`src/rtl/frogger_pkg.sv`:
```
// rtl/frogger_pkg.sv - playfield constants, tile codes and per-lane configuration
package frogger_pkg;

    localparam int C_GRID_W   = 14;
    localparam int C_GRID_H   = 15;
    localparam int C_TICK_DIV = 6_250_000;

    localparam logic [3:0] TILE_OUT   = 4'd0;
    localparam logic [3:0] TILE_GRASS = 4'd1;
    localparam logic [3:0] TILE_WATER = 4'd2;
    localparam logic [3:0] TILE_LOG   = 4'd3;
    localparam logic [3:0] TILE_LILY  = 4'd4;
    localparam logic [3:0] TILE_ROAD  = 4'd5;
    localparam logic [3:0] TILE_CAR   = 4'd6;

    // Lily pads sit at columns 1, 4, 7, 10 and 13 of the home row.
    localparam logic [C_GRID_W-1:0] C_LILY_MASK = 14'h2492;

    typedef enum logic [1:0] {
        LANE_FIXED = 2'd0,
        LANE_RIVER = 2'd1,
        LANE_ROAD  = 2'd2
    } lane_kind_e;

    function automatic lane_kind_e lane_kind(int row);
        if (row >= 1 && row <= 5)
            return LANE_RIVER;
        else if (row >= 7 && row <= 12)
            return LANE_ROAD;
        else
            return LANE_FIXED;
    endfunction

    // Step period multiplier: a lane steps every C_TICK_DIV * k clocks.
    function automatic int lane_speed(int row);
        case (row)
            1, 4, 8, 12: return 1;
            2, 7, 10:    return 2;
            3, 9:        return 3;
            5, 11:       return 4;
            default:     return 1;
        endcase
    endfunction

    // River lanes all drift left; road lanes alternate, even rows left.
    function automatic bit lane_dir_left(int row);
        if (lane_kind(row) == LANE_RIVER)
            return 1'b1;
        return (row % 2) == 0;
    endfunction

    // Bit c of the pattern is column c.
    function automatic logic [C_GRID_W-1:0] lane_init(int row);
        case (row)
            1:       return 14'h0E1C;
            2:       return 14'h3107;
            3:       return 14'h1C38;
            4:       return 14'h0783;
            5:       return 14'h30C6;
            7:       return 14'h0411;
            8:       return 14'h1082;
            9:       return 14'h0841;
            10:      return 14'h2208;
            11:      return 14'h0104;
            12:      return 14'h1111;
            default: return '0;
        endcase
    endfunction

endpackage

```
`src/rtl/frogger_lane_engine_lane_shifter.sv`:
```
// rtl/frogger_lane_engine_lane_shifter.sv - one scrolling lane: step divider plus circular rotate register
module lane_shifter #(
    parameter int               WIDTH    = 14,
    parameter int               DIV      = 1,
    parameter bit               DIR_LEFT = 1'b1,
    parameter logic [WIDTH-1:0] INIT     = '0
) (
    input  logic             i_Clk,
    input  logic             i_Rst_n,
    input  logic             i_Active,
    input  logic             i_Reload,
    output logic [WIDTH-1:0] o_Pattern,
    output logic             o_Step
);

    localparam int CW = (DIV > 1) ? $clog2(DIV) : 1;

    logic [CW-1:0]    div_q, div_d;
    logic [WIDTH-1:0] pat_q, pat_d;

    // Reload wins over a step landing in the same cycle, so no step is reported then.
    assign o_Step    = i_Active && !i_Reload && (div_q == CW'(DIV - 1));
    assign o_Pattern = pat_q;

    // Next-state: reload restores the pattern, a step rotates it circularly, otherwise count.
    always_comb begin
        div_d = div_q;
        pat_d = pat_q;
        if (i_Reload) begin
            div_d = '0;
            pat_d = INIT;
        end else if (o_Step) begin
            div_d = '0;
            if (DIR_LEFT)
                pat_d = {pat_q[0], pat_q[WIDTH-1:1]};
            else
                pat_d = {pat_q[WIDTH-2:0], pat_q[WIDTH-1]};
        end else if (i_Active) begin
            div_d = div_q + 1'b1;
        end
    end

    // Lane state registers, reset to the initial pattern with a cleared divider.
    always_ff @(posedge i_Clk or negedge i_Rst_n) begin
        if (!i_Rst_n) begin
            div_q <= '0;
            pat_q <= INIT;
        end else begin
            div_q <= div_d;
            pat_q <= pat_d;
        end
    end

endmodule

```
`src/rtl/frogger_lane_engine.sv`:
```
// rtl/frogger_lane_engine.sv - lane state owner answering frog and renderer tile lookups
module frogger_lane_engine
    import frogger_pkg::*;
#(
    parameter int C_TICK_DIV_P = C_TICK_DIV
) (
    input  logic       i_Clk,
    input  logic       i_Rst_n,
    input  logic       i_Game_Active,
    input  logic       i_Reload,
    input  logic [5:0] i_Frogger_X,
    input  logic [5:0] i_Frogger_Y,
    input  logic [5:0] i_Col_Count_Div,
    input  logic [5:0] i_Row_Count_Div,
    output logic [3:0] o_Bitmap_Data,
    output logic       o_On_Log,
    output logic       o_Collided,
    output logic [3:0] o_Render_Tile,
    output logic       o_Log_Shift
);

    logic [C_GRID_H-1:0][C_GRID_W-1:0] lane_pat;
    logic [C_GRID_H-1:0]               lane_step;

    logic [3:0] frog_tile_d, render_tile_d;
    logic       shift_d;

    logic [3:0] bitmap_q, render_q;
    logic       on_log_q, collided_q, shift_q;

    genvar r;
    for (r = 0; r < C_GRID_H; r++) begin : g_lane
        if (lane_kind(r) != LANE_FIXED) begin : g_mov
            lane_shifter #(
                .WIDTH    (C_GRID_W),
                .DIV      (C_TICK_DIV_P * lane_speed(r)),
                .DIR_LEFT (lane_dir_left(r)),
                .INIT     (lane_init(r))
            ) u_shift (
                .i_Clk     (i_Clk),
                .i_Rst_n   (i_Rst_n),
                .i_Active  (i_Game_Active),
                .i_Reload  (i_Reload),
                .o_Pattern (lane_pat[r]),
                .o_Step    (lane_step[r])
            );
        end else begin : g_fix
            assign lane_pat[r]  = '0;
            assign lane_step[r] = 1'b0;
        end
    end

    function automatic logic [3:0] tile_at(
        input logic [5:0]                        x,
        input logic [5:0]                        y,
        input logic [C_GRID_H-1:0][C_GRID_W-1:0] pats
    );
        logic occ;
        tile_at = TILE_OUT;
        if (x < 6'(C_GRID_W) && y < 6'(C_GRID_H)) begin
            occ = pats[y[3:0]][x[3:0]];
            if (y == 6'd0)
                tile_at = C_LILY_MASK[x[3:0]] ? TILE_LILY : TILE_GRASS;
            else if (lane_kind(int'(y)) == LANE_RIVER)
                tile_at = occ ? TILE_LOG : TILE_WATER;
            else if (lane_kind(int'(y)) == LANE_ROAD)
                tile_at = occ ? TILE_CAR : TILE_ROAD;
            else
                tile_at = TILE_GRASS;
        end
    endfunction

    // Both lookup ports see the pre-rotation pattern of the current cycle.
    always_comb begin
        frog_tile_d   = tile_at(i_Frogger_X, i_Frogger_Y, lane_pat);
        render_tile_d = tile_at(i_Col_Count_Div, i_Row_Count_Div, lane_pat);
        shift_d       = 1'b0;
        if (i_Frogger_Y >= 6'd1 && i_Frogger_Y <= 6'd5)
            shift_d = lane_step[i_Frogger_Y[3:0]];
    end

    // One-cycle lookup latency; LOG and CAR only exist in river and road rows respectively.
    always_ff @(posedge i_Clk or negedge i_Rst_n) begin
        if (!i_Rst_n) begin
            bitmap_q   <= TILE_OUT;
            on_log_q   <= 1'b0;
            collided_q <= 1'b0;
            render_q   <= TILE_OUT;
            shift_q    <= 1'b0;
        end else begin
            bitmap_q   <= frog_tile_d;
            on_log_q   <= (frog_tile_d == TILE_LOG);
            collided_q <= (frog_tile_d == TILE_CAR);
            render_q   <= render_tile_d;
            shift_q    <= shift_d;
        end
    end

    assign o_Bitmap_Data = bitmap_q;
    assign o_On_Log      = on_log_q;
    assign o_Collided    = collided_q;
    assign o_Render_Tile = render_q;
    assign o_Log_Shift   = shift_q;

endmodule

```
`config.mk`:
```
export PLATFORM = sky130hd
export DESIGN_NAME = frogger_lane_engine
export DESIGN_NICKNAME = d
export VERILOG_FILES = /design/src/rtl/frogger_pkg.sv /design/src/rtl/frogger_lane_engine_lane_shifter.sv /design/src/rtl/frogger_lane_engine.sv
export SDC_FILE = /design/constraint.sdc
export NUM_CORES = 1
export LEC_CHECK = 0
export ABC_AREA = 1
export CORE_UTILIZATION = 65
export CTS_CLUSTER_SIZE = 30
export DETAILED_ROUTE_END_ITERATION = 10
export PLACE_DENSITY = 0.83
export SETUP_SLACK_MARGIN = 0.02
export SLEW_MARGIN = 20
export SYNTH_ARGS = -nofsm -noshare
export SYNTH_HDL_FRONTEND = slang
export SYNTH_HIERARCHICAL = 1
export SYNTH_SLANG_ARGS = --single-unit
```
`constraint.sdc`:
```
create_clock -name i_Clk -period 5.3 [get_ports i_Clk]
set_input_delay 1.06 -clock i_Clk [delete_from_list [all_inputs] [get_ports i_Clk]]
set_output_delay 1.06 -clock i_Clk [all_outputs]
set_load 0.01 [all_outputs]
```
* Yosys cells after proc, flatten, opt, wreduce, memory -nomap -nowiden
Memory sizes are Yosys's and may differ from the RTL's.
Cells that the tools add are included.
** Cells by class
- $add $sub $neg :: 11
- Magnitude comparators :: 18
- Eq/ne operators :: 17
- Mux-type cells :: 96
- Reduce and logical (&&, ||, !) cells :: 44
** Operator list (number)
- 14-bit two-way mux :: 24
- 25-bit two-way mux :: 12
- 23-bit two-way mux :: 12
- 24-bit two-way mux :: 9
- 14-bit binary-select mux with 4-bit select :: 2
- 25-bit by 1-bit adder with 25-bit output (second input constant) :: 4
- 25-bit == test (second input constant) :: 4
- 23-bit by 1-bit adder with 23-bit output (second input constant) :: 4
- 23-bit == test (second input constant) :: 4
- 24-bit by 1-bit adder with 24-bit output (second input constant) :: 3
- 24-bit == test (second input constant) :: 3
- 3-bit nonzero test :: 11
- 2-bit two-way mux :: 16
- 3-bit two-way mux :: 9
- 6-bit by 4-bit < comparator with 1-bit output (second input constant) :: 4
- 2-bit nonzero test :: 11
- 4-bit by 5-bit < comparator with 1-bit output (second input constant) :: 4
- 1-bit logical AND :: 19
- 6-bit by 1-bit >= comparator with 1-bit output (second input constant) :: 3
- 6-bit by 3-bit <= comparator with 1-bit output (second input constant) :: 3
- 1-bit binary-select mux with 4-bit select :: 3
- 6-bit by 3-bit >= comparator with 1-bit output (second input constant) :: 2
- 6-bit by 4-bit <= comparator with 1-bit output (second input constant) :: 2
- 6-bit zero test :: 2
- other kinds (7) :: 16
** Word-level totals
- Flip-flop bits (word level) :: 429
- Memory bits (read-only) :: 32
- Input port bits :: 28
- Output and inout port bits :: 11
- Logic and storage cells :: 215
- Memories kept :: 2
** Memories
- (name not given) :: words 16, width 1, read ports 1, clocked after memory_dff 0, write ports 0, line frogger_lane_engine.sv:63 : tile_at = C_LILY_MASK[x[3:0]] ? TILE_LILY : TILE_GRASS;
- (name not given) :: words 16, width 1, read ports 1, clocked after memory_dff 0, write ports 0, line frogger_lane_engine.sv:63

* Logic depth before layout (Yosys ltp)
- Word-level depth :: 16
- Gate-level depth with buffers :: 19
- Depth with buffers taken out :: 18

* By module
Netlist, hierarchy kept.
** By module, submodules not included
- lane_shifter (g_lane[1].g_mov.u_shift ...) :: instances 2, cells each 258, area each 2069.5 sq um, seq. area each 933.4 sq um
- frogger_lane_engine :: instances 1, cells each 792, area each 3891.2 sq um, seq. area each 225.2 sq um
- lane_shifter (g_lane[5].g_mov.u_shift) :: instances 1, cells each 310, area each 2212.1 sq um, seq. area each 983.4 sq um
- lane_shifter (g_lane[3].g_mov.u_shift) :: instances 1, cells each 319, area each 2182.1 sq um, seq. area each 983.4 sq um
- lane_shifter (g_lane[9].g_mov.u_shift) :: instances 1, cells each 312, area each 2173.3 sq um, seq. area each 979.7 sq um
- lane_shifter (g_lane[11].g_mov.u_shift) :: instances 1, cells each 283, area each 2139.6 sq um, seq. area each 978.4 sq um
- lane_shifter (g_lane[2].g_mov.u_shift) :: instances 1, cells each 277, area each 2075.7 sq um, seq. area each 958.4 sq um
- lane_shifter (g_lane[10].g_mov.u_shift) :: instances 1, cells each 278, area each 2050.7 sq um, seq. area each 954.7 sq um
- lane_shifter (g_lane[7].g_mov.u_shift) :: instances 1, cells each 279, area each 2042.0 sq um, seq. area each 954.7 sq um
- lane_shifter (g_lane[12].g_mov.u_shift) :: instances 1, cells each 275, area each 2013.2 sq um, seq. area each 930.9 sq um
- lane_shifter (g_lane[8].g_mov.u_shift) :: instances 1, cells each 257, area each 1969.4 sq um, seq. area each 929.6 sq um

* Worst setup path after synthesis
No wires, ideal clock.
- Path type :: input to register
- From :: input port i_Frogger_Y[0]
- To :: register bitmap_q[0], in the netlist o_Bitmap_Data[0]
- Setup time :: 121 ps
- Arrival :: 2374 ps
- Required time :: 5179 ps
- Path slack :: 2805 ps
- Stages on the path :: 18
- Cells stage by stage :: buf_6 > nor2_8 > buf_2 > nand2_1 > o211ai_1 > nand2_1 > nand3_1 > nand3_1 > nand2_1 > nand2_1 > nand2_1 > nand2_1 > nand2_1 > nand2_1 > nand2_1 > nand2_1 > nand2_1 > a21oi_1
** On the way
- Word-level cells in the longest chain between the ends :: 12
- Elaborated cells between the ends (all ways) :: 28
- Those cells by class :: order compare (5); eq/ne (2); mux (17); reduce/logical (4)
** Ends and longest elaborated chain
- start: declaration :: line frogger_lane_engine.sv:12 : input logic [5:0] i_Frogger_Y,
- 6-bit by 3-bit >= comparator with 1-bit output or 6-bit by 4-bit <= comparator with 1-bit output (tied branches) :: line frogger_pkg.sv:28 : else if (row >= 7 && row <= 12)
- 1-bit logical AND :: line frogger_pkg.sv:28
- 2-bit two-way mux :: line frogger_pkg.sv:28
- 2-bit two-way mux :: line frogger_pkg.sv:26 : if (row >= 1 && row <= 5)
- 2-bit two-way mux :: line frogger_lane_engine.sv:64 : else if (lane_kind(int'(y)) == LANE_RIVER)
- 2-bit two-way mux :: line frogger_lane_engine.sv:62 : if (y == 6'd0)
- 2-bit two-way mux :: line frogger_lane_engine.sv:60 : if (x < 6'(C_GRID_W) && y < 6'(C_GRID_H)) begin
- 2-bit == test :: line frogger_lane_engine.sv:66 : else if (lane_kind(int'(y)) == LANE_ROAD)
- 3-bit two-way mux :: line frogger_lane_engine.sv:66
- 3-bit two-way mux :: line frogger_lane_engine.sv:64
- 3-bit two-way mux :: line frogger_lane_engine.sv:62
- 4-bit two-way mux (*) :: line frogger_lane_engine.sv:60
- net frog_tile_d[0] :: line frogger_lane_engine.sv:25 : logic [3:0] frog_tile_d, render_tile_d;
- end signal: assignment :: line frogger_lane_engine.sv:91 : bitmap_q <= frog_tile_d;
- end: declaration :: line frogger_lane_engine.sv:28 : logic [3:0] bitmap_q, render_q;
The timed path passes the listed nets; every way through them passes the cells marked *. The select of a mux whose other input is x is not followed.
A chain may end at the register's enable or synchronous reset.

* Final worst setup path
- From :: input port i_Frogger_Y[1]
- To :: register on_log_q, in the netlist o_On_Log
** On the way
- Word-level cells in the longest chain between the ends :: 13
- Elaborated cells between the ends (all ways) :: 29
- Those cells by class :: order compare (5); eq/ne (3); mux (17); reduce/logical (4)
** Ends and longest elaborated chain
- 6-bit by 3-bit >= comparator with 1-bit output or 6-bit by 4-bit <= comparator with 1-bit output (tied branches) :: line frogger_pkg.sv:28
- 1-bit logical AND :: line frogger_pkg.sv:28
- 2-bit two-way mux :: line frogger_pkg.sv:28
- 2-bit two-way mux :: line frogger_pkg.sv:26
- 2-bit two-way mux :: line frogger_lane_engine.sv:64
- 2-bit two-way mux :: line frogger_lane_engine.sv:62
- 2-bit two-way mux :: line frogger_lane_engine.sv:60
- 2-bit == test :: line frogger_lane_engine.sv:66
- 3-bit two-way mux :: line frogger_lane_engine.sv:66
- 3-bit two-way mux :: line frogger_lane_engine.sv:64
- 3-bit two-way mux :: line frogger_lane_engine.sv:62
- 4-bit two-way mux (*) :: line frogger_lane_engine.sv:60
- 4-bit by 2-bit == test with 1-bit output (*) :: line frogger_lane_engine.sv:92 : on_log_q <= (frog_tile_d == TILE_LOG);
- end signal: assignment :: line frogger_lane_engine.sv:92
- end: declaration :: line frogger_lane_engine.sv:29 : logic on_log_q, collided_q, shift_q;
Every way passes the cells marked *; elsewhere a longest branch is shown, timed or not. The select of a mux whose other input is x is not followed.

==> summary.md <==
| Metric | Value |
|---|---|
| Chip Height | `205 microns` |
| Slowest-stage cell, CP | `clkdlybuf4s50_1` |
| DR WL/cell | `15.3 microns` |
| # Post-CTS Setup Buffers | `0` |
| Final Net Count | `3940` |
| H-tree levels | `2` |
| CTS buffer count | `46` |
| First-pass DRT Iterations | `9` |
| Antenna cells | `0` |
| Antenna violations before repair | `1` |
| Post-CTS Resized | `0` |
| Via/cell ratio | `5.59` |
| Hold Path Class | `register to register` |
| Slowest stage delay, CP | `0.75 ns` |
| Netlist Area Pre-Place | `0.0269 sq mm` |
| Antenna Violating Nets Remaining | `0` |
| Worst VDD drop | `310 uV` |
| Slew @ Worst Pin | `1.03 ns` |
| Largest net degree at the start of global routing | `119` |
| Cell count after synthesis | `3897` |
| Sequential cell area | `0.0107 sq mm` |
| Final WL | `68300 microns` |
| Final core occ | `0.707` |
| Via count | `24900` |
| Final Skew | `0.0219 ns` |
| Fraction of layout cells with a size suffix above 1 | `0.0907` |
| CTS tree | `yes` |
| Syn Area/Cell | `6.90 sq um` |
| DRT iter0 DRCs | `2287` |
| PnR Total Power | `7200 uW` |
| RSZ-0062 raised after global routing | `no` |
| Final setup fails | `0` |
| Clock Tree Buf Depth | `3` |
| Clk root buf | `clkbuf_16` |
| Maximum fanout along the worst path | `17` |
| Min cycle time layout | `3.30 ns` |
| Clock Sinks | `427` |
| Fmax | `303 MHz` |
| Row Count | `74` |
| Post-Layout Inst Area | `0.0289 sq mm` |
| Gpl congestion | `1.03` |
| IO Count | `39` |
| Remaining DRCs | `0` |
| Max_cap viols | `0` |
| Hold_buf cts | `0` |
| Yosys Warn Count | `6` |
| First-pass GRT wire length | `113000 microns` |
| Die Wd | `205 microns` |
| Setup tns final | `0 ns` |
| Grt ovf | `0` |
| Initial Util | `0.658` |
| Power Dens Cells | `249 mW/mm^2` |
| Area of the multi-input gates | `0.0139 sq mm` |
| Crit start category | `primary input` |
| Fin crit share | `0.623` |
| Core ar. | `0.0408 sq mm` |
| Status | `complete, no violations` |
| Die area | `0.0422 sq mm` |
| Leak pwr | `0.0134 uW` |
| CP arrival | `3.76 ns` |
| Final hold vios | `0` |
| Vias in the first global route | `22900` |
| PortBufs | `36` |
| Post-DP HPWL | `48200 microns` |
| Most used cell along the critical path | `nand2_1` |
| Slew HR | `0.311` |
| Hold Slack | `0.496 ns` |
| CTS clock-pin slew for the worst setup and hold paths | `0.06 ns` |
| CP cell instances | `clkdlybuf4s50_1 > buf_4 > nand2_2 > inv_2 > nand2_1 > a21boi_1 > nor2_1 > nand3_1 > nand3_1 > nand2_1 > nand2_1 > nand2_1 > nand2_1 > nand2_1 > nand2_1 > nand2_1 > nand2_1 > nand2_1 > a21oi_1` |
| Worst-skew pair later-pin latency | `0.59 ns` |
| WP data required | `5.76 ns` |
| Fillers | `3430` |
| Setup CP Type | `primary input to register` |
| Placed Instance Area | `0.0273 sq mm` |
| Pins over their slew limit | `0` |
| Total track usage | `0.331` |
| Area grow syn2layout | `7.43%` |
| Setup crit end kind | `register` |
-- critical path, delay by kind of cell --
kind | cells | cell delay (ns)
AOI/OAI and AO/OA | 2 | 0.22
buffers and inverters | 3 | 1.27
and+or+nand+nor | 14 | 1.19
-- power by group --
group | leakage [uW] | internal, uW | total (uW) | switching, uW
Sequential | 0.00578 | 3300 | 3330 | 32.9
Combinational | 0.00686 | 139 | 520 | 381
Clock | 0.000762 | 2010 | 3350 | 1340
-- registers in the layout, summed over array words and instances, names as in the netlist --
signal,cells
o_Log_Shift,1
g_lane.g_mov.u_shift/o_Pattern,154
o_Render_Tile,3
o_On_Log,1
o_Bitmap_Data,3
g_lane.g_mov.u_shift/div_q,264
o_Collided,1
-- layer usage --
layer / global-route usage / wire length, microns / vias to the layer above
met5: 0 / 13 / -
met4: 0.135 / 2690 / 2
met3: 0.0447 / 4240 / 182
met2: 0.542 / 31800 / 881
met1: 0.445 / 29500 / 11500
li1: - / - / 12400
-- layout by cell type, fill, tap and decap left out, drive strengths merged --
cell and n:
nand2 1325, nor2 735, inv 388, dfrtp 379, nand3 336, a21oi 139, o21ai 129, nand4 94
clkbuf 64, nor3 54, xor2 51, dfstp 48, clkdlybuf4s50 31, o211ai 24, xnor2 24, buf 20
ha 15, o22ai 14, clkinv 14, nor3b 8, bufinv 6, o21bai 6, clkinvlp 5, nand3b 5
o31ai 4, a31oi 3, a211oi 3, a2111oi 2, conb 2, a21boi 1, o221ai 1, nor4 1
o211a 1, a22o 1, and2 1
-- through the flow --
stage | cells | worst slack, ns
after floorplan | 3898 | 2.80
after global placement | 4381 | 1.49
after detailed placement | 4381 | 1.47
after CTS | 4466 | 2.08
after global routing | 4466 | 1.80
final | 4466 | 2.00
-- final timing paths --
check / slack [ns] / from / end / cells past startpoint
min reg2reg: 0.50 / g_lane[5].g_mov.u_shift/o_Pattern[7] / g_lane[5].g_mov.u_shift/o_Pattern[7] / 2
min: 0.50 / g_lane[5].g_mov.u_shift/o_Pattern[7] / g_lane[5].g_mov.u_shift/o_Pattern[7] / 2
max: 2.00 / i_Frogger_Y[1] / o_On_Log / 19
min in group asynchronous: 0.55 / i_Rst_n / g_lane[3].g_mov.u_shift/div_q[8] / 1
max reg2reg: 3.12 / g_lane[7].g_mov.u_shift/div_q[0] / g_lane[7].g_mov.u_shift/o_Pattern[7] / 9
max in group asynchronous: 3.57 / i_Rst_n / g_lane[11].g_mov.u_shift/div_q[20] / 2
-- layout make-up --
type / instances / share of cell area
Multi-Input combinational cell: 2979 / 0.481
Sequential cell: 427 / 0.372
Inverter: 392 / 0.0522
Clock buffer: 64 / 0.0450
Tap cell: 532 / 0.0230
Timing Repair Buffer: 51 / 0.0172
Clock inverter: 21 / 0.00979
Power figures use the tool's default switching activity.
